## src/rtl/mac_array_ctrl.sv

```systemverilog
// mac_array_ctrl: sequences inst_w/flush for one WS or OS job on the MAC tile array, stalling on an empty L0 FIFO.
// Ports: clk, reset (async, active-low); start/mode/exec_len job request sampled in IDLE;
// l0_empty from the L0 FIFO; inst_w {mode, exec, load} to row 0; flush to all tiles;
// act_rd pops L0; busy is high outside IDLE; done pulses once at job end.
module mac_array_ctrl #(
    parameter int row    = 8,
    parameter int col    = 8,
    parameter int len_bw = 8
) (
    input  logic              clk,
    input  logic              reset,
    input  logic              start,
    input  logic              mode,
    input  logic [len_bw-1:0] exec_len,
    input  logic              l0_empty,
    output logic [2:0]        inst_w,
    output logic              flush,
    output logic              act_rd,
    output logic              busy,
    output logic              done
);
    localparam int CW = ((len_bw > $clog2(row + col)) ? len_bw : $clog2(row + col)) + 1;
    localparam logic [CW-1:0] ROW_M1 = CW'(row - 1);
    localparam logic [CW-1:0] DRN_M1 = CW'(row + col - 2);
    typedef enum logic [2:0] {IDLE, LOAD, GAP, EXEC, DRAIN, FLUSH, DONE} state_t;
    state_t state, nxt;
    logic [CW-1:0] cnt, nxt_cnt;
    logic [len_bw-1:0] len_q;
    logic mode_q, feed, last, nxt_mode;
    logic [2:0] inst_q;
    always_comb begin
        feed     = (state == LOAD) || (state == EXEC);
        act_rd   = feed && !l0_empty;
        last     = (cnt == '0);
        nxt_mode = (state == IDLE) ? mode : mode_q;
        nxt      = state;
        nxt_cnt  = cnt;
        case (state)
            IDLE: if (start) begin
                nxt     = !mode ? LOAD : (exec_len == '0) ? DRAIN : EXEC;
                nxt_cnt = !mode ? ROW_M1 : (exec_len == '0) ? DRN_M1 : CW'(exec_len) - CW'(1);
            end
            LOAD: if (!l0_empty) begin
                nxt     = last ? GAP : LOAD;
                nxt_cnt = last ? '0 : cnt - CW'(1);
            end
            GAP: begin
                nxt     = (len_q == '0) ? DRAIN : EXEC;
                nxt_cnt = (len_q == '0) ? DRN_M1 : CW'(len_q) - CW'(1);
            end
            EXEC: if (!l0_empty) begin
                nxt     = last ? DRAIN : EXEC;
                nxt_cnt = last ? DRN_M1 : cnt - CW'(1);
            end
            DRAIN: begin
                nxt     = last ? (mode_q ? FLUSH : DONE) : DRAIN;
                nxt_cnt = last ? (mode_q ? ROW_M1 : '0) : cnt - CW'(1);
            end
            FLUSH: begin
                nxt     = last ? DONE : FLUSH;
                nxt_cnt = last ? '0 : cnt - CW'(1);
            end
            DONE: nxt = IDLE;
            default: nxt = IDLE;
        endcase
    end
    // Load/exec bits come from the registered decode, but a stall must blank them in the same cycle.
    assign inst_w = {inst_q[2], inst_q[1:0] & {2{!l0_empty}}};
    always_ff @(posedge clk or negedge reset) begin
        if (!reset) begin
            state  <= IDLE;
            cnt    <= '0;
            mode_q <= 1'b0;
            len_q  <= '0;
            inst_q <= '0;
            flush  <= 1'b0;
            busy   <= 1'b0;
            done   <= 1'b0;
        end else begin
            state  <= nxt;
            cnt    <= nxt_cnt;
            if (state == IDLE && start) begin
                mode_q <= mode;
                len_q  <= exec_len;
            end
            inst_q <= {nxt_mode && (nxt inside {LOAD, GAP, EXEC, DRAIN, FLUSH}), nxt == EXEC, nxt == LOAD};
            flush  <= nxt == FLUSH;
            busy   <= nxt != IDLE;
            done   <= nxt == DONE;
        end
    end
endmodule

```

## config.mk

```make
export PLATFORM = sky130hd
export DESIGN_NAME = mac_array_ctrl
export DESIGN_NICKNAME = d
export VERILOG_FILES = /design/src/rtl/mac_array_ctrl.sv
export SDC_FILE = /design/constraint.sdc
export NUM_CORES = 1
export LEC_CHECK = 0
export BUFFER_PORTS_ARGS = -buffer_cell sky130_fd_sc_hd__buf_4
export CAP_MARGIN = 20
export CORE_MARGIN = 3
export CORE_UTILIZATION = 47
export DETAILED_ROUTE_END_ITERATION = 10
export GPL_ROUTABILITY_DRIVEN = 0
export PLACE_DENSITY_LB_ADDON = 0.05
export SLEW_MARGIN = 10
export SYNTH_ARGS = -nofsm -noshare
export SYNTH_HDL_FRONTEND = slang
export SYNTH_SLANG_ARGS = --single-unit
```

## constraint.sdc

```tcl
create_clock -name clk -period 4.1 [get_ports clk]
set_clock_uncertainty 0.2 [all_clocks]
set_input_delay 0.82 -clock clk [delete_from_list [all_inputs] [get_ports clk]]
set_output_delay 0.82 -clock clk [all_outputs]
set_load 0.05 [all_outputs]
```

Word-level counts from Yosys, hierarchy flattened
Cells that the tools add are included.
Widths: inputs -> output; s select.
{"block": "totals", "regBits": 27, "n_memories": 0, "input_bits": 13, "ram_bits": 0, "elab_cells": 63, "mem_bits_ro": 0, "latchBits": 0, "out_inout_bits": 7}
{"block": "classes", "n_reduce_logical": 13, "muxes": 24, "n_eq_ne": 14, "addsub": 3, "bitwise_logic": 1, "div_mod_pow": 0, "shift": 0, "mul": 0, "order_cmp": 0}
{"cell": "$mux 9", "n": 9}
{"cell": "$pmux 9 s6", "n": 1}
{"cell": "$mux 3", "n": 8}
{"cell": "$pmux 3 s6", "n": 1}
{"cell": "$sub 8x1->9 const B", "n": 2}
{"cell": "$logic_not 8->1", "n": 2}
{"cell": "$eq 3x3->1 const B", "n": 5}
{"cell": "$eq 3x2->1 const B", "n": 4}
{"cell": "$logic_not 9->1", "n": 1}
{"cell": "$sub 9x1->9 const B", "n": 1}
{"cell": "$mux 2", "n": 4}
{"cell": "$eq 3x1->1 const B", "n": 2}
{"cell": "$ne 2x2->1 const B", "n": 3}
{"cell": "$reduce_bool 6->1", "n": 1}
{"cell": "$reduce_bool 5->1", "n": 1}
{"cell": "$reduce_and 4->1", "n": 1}
{"cell": "$logic_and 1x1->1", "n": 3}
{"cell": "$logic_not 3->1", "n": 1}
{"cell": "$reduce_bool 3->1", "n": 1}
{"cell": "$and 2x2->2", "n": 1}
{"cell": "$logic_not 1->1", "n": 1}
{"cell": "$logic_or 1x1->1", "n": 1}
{"cell": "$mux 1", "n": 1}

Longest topological paths before layout
Gate-level depths: netlist of run 1.
{"block": "depth", "ltp_word": 8, "mapped_depth": 10, "mapped_depth_nobuf": 8}

Worst setup path after synthesis of run 1
OpenSTA, ideal clock, no wires.
{"block": "synth_timing", "path_type": "input-to-reg", "from": "input port exec_len[3]", "to": "register cnt[3]", "setup_slack_ps": 800, "path_buffers": 1, "path_stages": 7, "setup_time_ps": 125, "arrival_ps": 2975, "cell_sequence": "or4_4 > o41ai_1 > o211a_2 > or4b_4 > buf_6 > o21a_4 > mux2_4"}
{"block": "synth_via", "elab_chain_len": 5}
{"item": "from (decl)", "line": "14", "rtl": "input logic [len_bw-1:0] exec_len,"}
{"item": "$sub 8x1->9 or $logic_not 8->1 (tied branches)", "line": "41", "rtl": "nxt_cnt = !mode ? ROW_M1 : (exec_len == '0) ? DRN_M1 : CW'(exec_len) - CW'(1);"}
{"item": "$mux 9 * (2 in series)", "line": "41"}
{"item": "$mux 9 *", "line": "39", "rtl": "IDLE: if (start) begin"}
{"item": "$pmux 9 s6 *", "line": "38", "rtl": "case (state)"}
{"item": "to (signal assigned)", "line": "81", "rtl": "cnt <= nxt_cnt;"}
{"item": "to (decl)", "line": "27", "rtl": "logic [CW-1:0] cnt, nxt_cnt;"}
Mark *: on every way between the ends. The rest lies on a longest branch, timed or not. The select of a mux whose other input is x is not followed.
A chain may end at the register's enable or synchronous reset.

Worst setup path after layout of run 1
{"block": "layout_timing", "from": "register len_q[0]", "to": "register cnt[3]"}
{"block": "layout_via", "elab_chain_len": 3}
{"item": "from (decl)", "line": "28", "rtl": "logic [len_bw-1:0] len_q;"}
{"item": "from (signal assigned)", "line": "84", "rtl": "len_q <= exec_len;"}
{"item": "$sub 8x1->9 or $logic_not 8->1 (tied branches)", "line": "49", "rtl": "nxt_cnt = (len_q == '0) ? DRN_M1 : CW'(len_q) - CW'(1);"}
{"item": "$mux 9 *", "line": "49"}
{"item": "$pmux 9 s6 *", "line": "38"}
Mark *: on every way between the ends. The rest lies on a longest branch, timed or not.

==> flow_metrics.env, run 1 <==
export IMPL_hold_class="primary input to asynchronous set/reset pin"
export IMPL_worst_slew_pin_slew_ps=944
export IMPL_crit_required_ps=4060
export IMPL_grt_max_degree=28
export IMPL_post_cts_resized=0
export IMPL_ys_seq_area_frac=0.355
export IMPL_period_minus_slack_ps=3280
export IMPL_register_area_um2=676
export IMPL_cts_buffers=3
export IMPL_outcome="finished clean"
export IMPL_max_slew_margin_rel=0.367
export IMPL_drt_initial_drc_count=123
export IMPL_synthCells=211
export IMPL_synthArstFlopShare=1.00
export IMPL_num_rows=22
export IMPL_synth_cell_types=56
export IMPL_grt_pass1_wl_um=7440
export IMPL_finalCritPeriodShare=0.800
export IMPL_setup_viol=0
export IMPL_clk_latency_ps=270
export IMPL_total_power_mw=1.53
export IMPL_power_density_nw_per_um2=729
export IMPL_syn_area_um2=1900
export IMPL_fin_ws_ps=819
export IMPL_critPathArrivalTime_ps=3240
export IMPL_fillers=353
export IMPL_synth_nets=228
export IMPL_multiInputGateArea_um2=1120
export IMPL_clk_pin_slew_ps=90
export IMPL_track_usage=0.190
export IMPL_vdd_drop_max_mv=0.346
export IMPL_die_h_um=69.6
export IMPL_synth_ff_type="dfrtp_1"
export IMPL_cp_cell_sequence="inv_1 -> ha_1 -> or3b_2 -> o211ai_2 -> o211a_2 -> or4b_4 -> o21a_4 -> mux2_4"
export IMPL_reg2reg_depth=8
export IMPL_layout_drive_gt1_share=0.179
export IMPL_synth_seq_cells=27
export IMPL_cts_tree="built"
export IMPL_synth_area_leaders="dfrtp_1 36%, nand2_1 4.1%, mux2_2 3.6%"
export IMPL_coreArea_um2=3770
export IMPL_max_clock_freq_mhz=305
export IMPL_yosysTopAreaCellShare=0.355
export IMPL_start_util=0.504
export IMPL_vias=1682
export IMPL_htreeDepth=1
export IMPL_place_ws_ps=564
export IMPL_end_kind="register"
export IMPL_synth_area_leader_cell="dfrtp_1"
export IMPL_areaGrowthSynthToFinish_pct=10.1
export IMPL_antenna_found_initial=0
export IMPL_via_per_inst=6.18
export IMPL_dieArea_um2=4850
export IMPL_antenna_left=0
export IMPL_drv_slew=0
export IMPL_wl_per_cell_um=16.4
export IMPL_dr_pass1_iters=4
export IMPL_grt_pass1_vias=1528
export IMPL_utilization=0.555
export IMPL_yosys_warnings=0
export IMPL_post_cts_setup_buffers=0
export IMPL_placedCellCount=268
export IMPL_hold_buffers=0
export IMPL_clock_root_buffer="clkbuf_8"
export IMPL_diodes=0
export IMPL_cts_sinks=27
export IMPL_die_w_um=69.6
export IMPL_synth_edff_count=0
export IMPL_io_pins=20
export IMPL_critPathSlowestCell="or4b_4"
export IMPL_drc=0
export IMPL_synth_avg_cell_area_um2=9.01
export IMPL_grt_setup_unrepaired="no"
export IMPL_port_buffers=19
export IMPL_finalSetupTns_ps=0
export IMPL_post_synth_top_count_cell="dfrtp_1"
export IMPL_hpwl_um=3520
export IMPL_total_leakage_power_nw=0.876
export IMPL_routed_wl_um=4470
export IMPL_slowest_delay_ps=550
export IMPL_clk_path_buf_depth=2
export IMPL_grt_ovfl_total=0
export IMPL_final_cell_count_no_fill=272
export IMPL_synth_commonest_cells="27 x dfrtp_1, 21 x nand2_1, 14 x nor2_1, 13 x o21ai_0, 11 x inv_1"
export IMPL_crit_path_max_fanout=10
export IMPL_crit_type="register to register"
export IMPL_max_cap_violations=0
export IMPL_crit_path_start_kind="register"
export IMPL_nNetsFinal=242
export IMPL_report_final_hold_viol_count=0
[worst max-delay path: cells and delay by family, from the launching register on]
family | cells | cell delay, ps
mux | 1 | 300
buf+inv | 1 | 100
simple gates | 2 | 1070
fa+ha+maj | 1 | 190
compound gates | 3 | 870
flops | 1 | 440
[report_power, final]
part | leakage (nW) | internal [mW] | switching (mW)
combinational | 0.522 | 0.375 | 0.466
sequential | 0.331 | 0.386 | 0.148
clock | 0.0228 | 0.0697 | 0.0825
total | 0.876 | 0.830 | 0.696
[state kept, by name (all words and copies together), names as in the netlist]
signal,flops
busy,1
cnt,9
done,1
flush,1
inst_q,3
len_q,8
mode_q,1
state,3
[stage by stage]
stage          hold WS (ps)  area [um2]
6_report                241        2090
5_1_grt                 259        2090
4_1_cts                 255        2090
3_5_place_dp            315        2050
3_3_place_gp            302        2050
2_1_floorplan           270        1900
[area by class of cell]
| cell class | count | area share |
|---|---|---|
| multi-input cells | 162 | 0.536 |
| flip-flops and latches | 27 | 0.323 |
| repair buffers | 20 | 0.0717 |
| well taps | 48 | 0.0287 |
| clock buffers | 4 | 0.0215 |
| inverters | 11 | 0.0197 |
[path summary, 6_finish.rpt]
check / startpoint / endpoint / slack (ps)
max in group asynchronous: reset / cnt[6] / 3200
min in group clk: cnt[7] / cnt[7] / 340
worst max-delay path: len_q[0] / cnt[3] / 820
worst min-delay path: reset / inst_q[2] / 240
worst max register to register: len_q[0] / cnt[3] / 820
worst min register to register: cnt[7] / cnt[7] / 340
[cell usage in the layout (no fill, tap or decap), types with 2 or more instances in the layout]
cell type,synthesis,layout
a211oi_1,2,2
a221oi_1,3,3
a31oi_1,5,5
and2_1,3,3
buf_4,1,20
clkbuf_8,0,3
dfrtp_1,27,27
ha_1,4,4
inv_1,11,11
mux2_2,6,6
mux2i_1,3,3
nand2_1,21,21
nand2b_1,4,4
nand3_1,3,3
nor2_1,14,14
nor2b_1,6,6
nor3_1,7,7
nor4_1,4,4
o2111ai_1,2,2
o211a_1,2,2
o211ai_1,7,7
o21ai_0,13,13
o21ai_1,2,2
o22ai_1,4,4
o2bb2ai_1,3,3
o31a_1,2,2
o32ai_1,2,2
or2_2,2,2
or3_1,2,2
or4_1,3,3
xnor2_1,7,7
xor2_1,3,3
[per-layer routing]
layer  up-vias  share of wire  track usage
li1        807              -            -
met1       802           0.43        0.254
met2        68           0.50        0.316
met3         5          0.066       0.0348
met4         0         0.0096       0.0511
met5         -              0            0
[kinds of logic (layout without fill, tap and decap cells)]
group,after synthesis,in the layout,share of synthesized area
xor gates and xnor gates,10,10,0.0461
adders and majority gates,4,4,0.0263
muxes,10,10,0.0592
AOI/OAI and AO/OA,57,57,0.218
DFF,27,27,0.355
and+or+nand+nor,81,81,0.237
buffers and inverters,22,35,0.0579
No activity file was read; power rests on OpenSTA's default activity.
==> inputs of run 2 (changes only) <==
==> constraint.sdc (replaced) <==
create_clock -name clk -period 2.81 [get_ports clk]
set_clock_uncertainty 0.2 [all_clocks]
set_input_delay 0.562 -clock clk [delete_from_list [all_inputs] [get_ports clk]]
set_output_delay 0.562 -clock clk [all_outputs]
set_load 0.05 [all_outputs]
==> flow_metrics.env, run 2 (same netlist as run 1, synthesis figures left out) <==
export IMPL_outcome="complete, but fails checks"
export IMPL_violations="negative setup slack"
export IMPL_routed_wl_um=5010
export IMPL_reg_top3="cnt (9), len_q (8)"
export IMPL_grt_ovfl_total=0
export IMPL_place_ws_ps=-298
export IMPL_track_usage=0.216
export IMPL_end_kind="register"
export IMPL_crit_path_max_fanout=4
export IMPL_vdd_drop_max_mv=0.480
export IMPL_dieArea_um2=4850
export IMPL_finalSetupTns_ps=-64.9
export IMPL_multiInputGateArea_um2=1170
export IMPL_register_area_um2=676
export IMPL_power_density_nw_per_um2=1080
export IMPL_grt_max_degree=28
export IMPL_areaGrowthSynthToFinish_pct=28.2
export IMPL_nNetsFinal=280
export IMPL_grt_pass1_vias=1811
export IMPL_die_h_um=69.6
export IMPL_hpwl_um=4000
export IMPL_die_w_um=69.6
export IMPL_clk_path_buf_depth=2
export IMPL_critPathArrivalTime_ps=2810
export IMPL_cts_tree="built"
export IMPL_cts_buffers=3
export IMPL_antenna_found_initial=0
export IMPL_diodes=0
export IMPL_crit_required_ps=2770
export IMPL_antenna_left=0
export IMPL_crit_type="register to register"
export IMPL_max_clock_freq_mhz=351
export IMPL_setup_viol=2
export IMPL_clock_root_buffer="clkbuf_8"
export IMPL_clk_pin_slew_ps=90
export IMPL_coreArea_um2=3770
export IMPL_largest_reg_flops=9
export IMPL_port_buffers=19
export IMPL_num_rows=22
export IMPL_hold_class="primary input to register"
export IMPL_dr_pass1_iters=4
export IMPL_grt_pass1_wl_um=8620
export IMPL_drc=0
export IMPL_hold_slack_ps=315
export IMPL_crit_path_start_kind="register"
export IMPL_io_pins=20
export IMPL_top_register="cnt"
export IMPL_final_common_cell="buf_4"
export IMPL_grt_setup_unrepaired="yes"
export IMPL_total_power_mw=2.63
export IMPL_clk_latency_ps=270
export IMPL_final_cell_count_no_fill=310
export IMPL_max_cap_violations=0
export IMPL_wl_per_cell_um=16.2
export IMPL_layout_drive_gt1_share=0.328
export IMPL_drv_slew=0
export IMPL_htreeDepth=1
export IMPL_fin_ws_ps=-40.0
export IMPL_final_cell_mix="56 x buf_4, 27 x dfrtp_1, 21 x nand2_1, 14 x nor2_1, 12 x o21ai_0"
export IMPL_cts_sinks=27
export IMPL_max_slew_margin_rel=0.372
export IMPL_period_minus_slack_ps=2850
export IMPL_drt_initial_drc_count=76
export IMPL_fillers=331
export IMPL_finalCritPeriodShare=1.01
export IMPL_worst_slew_pin_slew_ps=936
export IMPL_total_leakage_power_nw=1.06
export IMPL_placedCellCount=303
export IMPL_vias=1759
export IMPL_report_final_hold_viol_count=0
export IMPL_start_util=0.504
export IMPL_via_per_inst=5.67
-- run 2: path summary, 6_finish.rpt --
path | startpoint | to | slack [ps] | depth (start not counted)
worst max-delay path | cnt[4] | cnt[3] | -40 | 6
worst min-delay path | exec_len[1] | len_q[1] | 310 | 3
worst max register to register | cnt[4] | cnt[3] | -40 | 6
worst min register to register | cnt[7] | cnt[7] | 340 | 1
max in group asynchronous | reset | cnt[7] | 1610 | 2
min in group asynchronous | reset | cnt[0] | 530 | 2
-- run 2: critical path: stages (launching register included) --
cell and delay (ps):
dfrtp_1 390, or4_1 650, nor3_4 280, o211a_2 220, or4b_4 480, o21a_4 240, mux2_4 290
-- run 2: power by group --
part	total, mW	internal (mW)	switching (mW)
combinational	1.71	0.830	0.882
sequential	0.702	0.563	0.138
clock	0.221	0.102	0.119
-- run 2: layer usage --
layer / vias to the layer above / part of all wire / global-route usage
met2: 38 / 0.52 / 0.379
met5: - / 0 / 0
li1: 876 / - / -
met4: 0 / 0.010 / 0.0553
met1: 839 / 0.44 / 0.280
met3: 6 / 0.033 / 0.0275
-- run 2: timing repair --
item | in CTS | in global routing
pin swaps | 0 | 0
setup buffers | 2 | 0
hold endpoints to repair | 27 | 0
setup endpoints to repair | 9 | 9
gates resized for setup | 6 | 5
hold buffers | 1 | 0
-- run 2: cell type report --
class	instances	area share
clock buffer	4	0.0185
tap	48	0.0246
inverter	11	0.0169
sequential	27	0.277
timing repair buffer	58	0.181
multi-input combinational	162	0.482
-- run 2: stage by stage --
step,utilization,area (um2)
floorplan,-,1920
global placement,0.619,2330
detailed placement,0.619,2330
CTS,0.642,2420
global route,0.646,2440
finish,0.646,2440
==> inputs of run 3 (changes only) <==
--- a/config.mk
+++ b/config.mk
@@ -5,11 +5,11 @@
 export SDC_FILE = /design/constraint.sdc
 export NUM_CORES = 1
 export LEC_CHECK = 0
-export BUFFER_PORTS_ARGS = -buffer_cell sky130_fd_sc_hd__buf_4
 export CAP_MARGIN = 20
 export CORE_MARGIN = 3
 export CORE_UTILIZATION = 47
 export DETAILED_ROUTE_END_ITERATION = 10
+export DONT_BUFFER_PORTS = 1
 export GPL_ROUTABILITY_DRIVEN = 0
 export PLACE_DENSITY_LB_ADDON = 0.05
 export SLEW_MARGIN = 10
==> constraint.sdc (replaced) <==
create_clock -name clk -period 2.81 [get_ports clk]
set_clock_uncertainty 0.2 [all_clocks]
set_input_delay 0.281 -clock clk [delete_from_list [all_inputs] [get_ports clk]]
set_output_delay 0.281 -clock clk [all_outputs]
set_load 0.05 [all_outputs]
==> flow_metrics.env, run 3 (same netlist as run 1, synthesis figures left out) <==
export IMPL_outcome="complete, but fails checks"
export IMPL_violations="negative setup slack"
export IMPL_finalCritPeriodShare=1.02
export IMPL_vdd_drop_max_mv=0.537
export IMPL_end_kind="register"
export IMPL_crit_required_ps=2780
export IMPL_hold_class="primary input to register"
export IMPL_die_w_um=69.6
export IMPL_cts_sinks=27
export IMPL_vias=1754
export IMPL_reg2reg_depth=8
export IMPL_cts_buffers=3
export IMPL_via_per_inst=5.93
export IMPL_combPwrFrac=0.620
export IMPL_reg_top3="cnt (9), len_q (8)"
export IMPL_track_usage=0.216
export IMPL_fin_ws_ps=-50.9
export IMPL_r2r_slack_ps=-50
export IMPL_drt_initial_drc_count=132
export IMPL_period_minus_slack_ps=2860
export IMPL_report_final_hold_viol_count=0
export IMPL_setup_viol=3
export IMPL_routed_wl_um=4950
export IMPL_worst_slew_pin_slew_ps=940
export IMPL_drv_slew=0
export IMPL_power_density_nw_per_um2=1090
export IMPL_p_clk_frac=0.089
export IMPL_diodes=0
export IMPL_port_buffers=0
export IMPL_grt_pass1_wl_um=8560
export IMPL_antenna_left=0
export IMPL_r2r_start="cnt[1]"
export IMPL_total_leakage_power_nw=0.996
export IMPL_clk_path_buf_depth=2
export IMPL_max_slew_margin_rel=0.372
export IMPL_switching_share=0.435
export IMPL_critPathArrivalTime_ps=2830
export IMPL_crit_path_start_kind="register"
export IMPL_intPower_mw=1.46
export IMPL_io_pins=20
export IMPL_final_common_cell="buf_4"
export IMPL_grt_setup_unrepaired="yes"
export IMPL_layout_drive_gt1_share=0.246
export IMPL_largest_reg_flops=9
export IMPL_coreArea_um2=3770
export IMPL_max_cap_violations=0
export IMPL_wl_per_cell_um=16.7
export IMPL_placedCellCount=275
export IMPL_max_clock_freq_mhz=350
export IMPL_min_path_cells=3
export IMPL_clock_root_buffer="clkbuf_8"
export IMPL_grt_pass1_vias=1800
export IMPL_die_h_um=69.6
export IMPL_grt_max_degree=28
export IMPL_dieArea_um2=4850
export IMPL_num_rows=22
export IMPL_nNetsFinal=266
export IMPL_wl_met1_um=2200
export IMPL_grt_ovfl_total=0
export IMPL_place_ws_ps=-88.2
export IMPL_cts_tree="built"
export IMPL_crit_type="register to register"
export IMPL_start_util=0.504
export IMPL_hold_path_startpoint="mode"
export IMPL_hpwl_um=3690
export IMPL_finalSetupTns_ps=-88.7
export IMPL_rr_endpoint="cnt[3]"
export IMPL_hold_slack_ps=107
export IMPL_htreeDepth=1
export IMPL_drc=0
export IMPL_clk_latency_ps=280
export IMPL_dr_pass1_iters=4
export IMPL_final_cell_mix="32 x buf_4, 27 x dfrtp_1, 21 x nand2_1, 14 x nor2_1, 12 x o21ai_0"
export IMPL_fillers=316
export IMPL_antenna_found_initial=0
export IMPL_clk_pin_slew_ps=100
export IMPL_top_register="cnt"
export IMPL_top_layer_used="met4"
export IMPL_final_cell_count_no_fill=296
export IMPL_crit_path_max_fanout=4
export IMPL_utilization=0.627
export IMPL_areaGrowthSynthToFinish_pct=24.3
export IMPL_wl_met2_um=2450
export IMPL_wl_met3_um=215
export IMPL_min_to="inst_q[2]"
export IMPL_p_seq_frac=0.291
export IMPL_power_switching_mw=1.12
## run 3: area by class of cell
cell class | count | area, um2 | area share
multi-input cells | 162 | 1170 | 0.495
flip-flops and latches | 27 | 676 | 0.286
repair buffers | 44 | 372 | 0.157
well taps | 48 | 60.1 | 0.0254
clock buffers | 4 | 45.0 | 0.0191
inverters | 11 | 41.3 | 0.0175
## run 3: per-stage QoR
stage	total power [mW]	instance area, um2
floorplan	1.77	1910
global placement	2.16	2110
detailed placement	2.19	2110
CTS	2.48	2300
global route	2.79	2360
finish	2.58	2360
## run 3: what timing repair did
action | 4_1_cts | 5_1_grt
setup buffers | 1 | 5
hold buffers | 11 | 0
endpoints found under the hold margin | 36 | 0
setup endpoints to repair | 9 | 10
resized for setup | 4 | 6
cloned | 0 | 0
pin swaps | 0 | 4
## run 3: how the worst max path moves through the flow
stage / slack [ps] / to / cells after the start / start
final: -50 / cnt[3] / 8 / cnt[1]
after global routing: -120 / cnt[3] / 8 / len_q[1]
after CTS: 10 / cnt[3] / 8 / cnt[1]
after detailed placement: -90 / cnt[3] / 8 / cnt[1]
after global placement: 9 / cnt[3] / 8 / cnt[1]
after floorplan: -140 / cnt[3] / 10 / cnt[0]
## run 3: worst max-delay path, cell delays in order, from the launching register on
cell and delay (ps):
dfrtp_1 400, inv_2 90, ha_4 130, or4b_4 490, nor3_4 210, mux2i_1 140
or4b_4 560, o21a_4 230, mux2_4 290
## run 3: layer usage
metal | vias to the layer above | track usage
met2 | 51 | 0.361
met1 | 845 | 0.285
met4 | 0 | 0.0787
met5 | - | 0
met3 | 8 | 0.0275
li1 | 850 | -
## run 3: power groups by stage
stage	Combinational (mW)	Clock (mW)	Sequential (mW)
CTS	1.50	0.233	0.750
floorplan	1.05	0	0.719
global placement	1.41	0	0.747
finish	1.60	0.229	0.751
detailed placement	1.44	0	0.755
global route	1.77	0.249	0.771
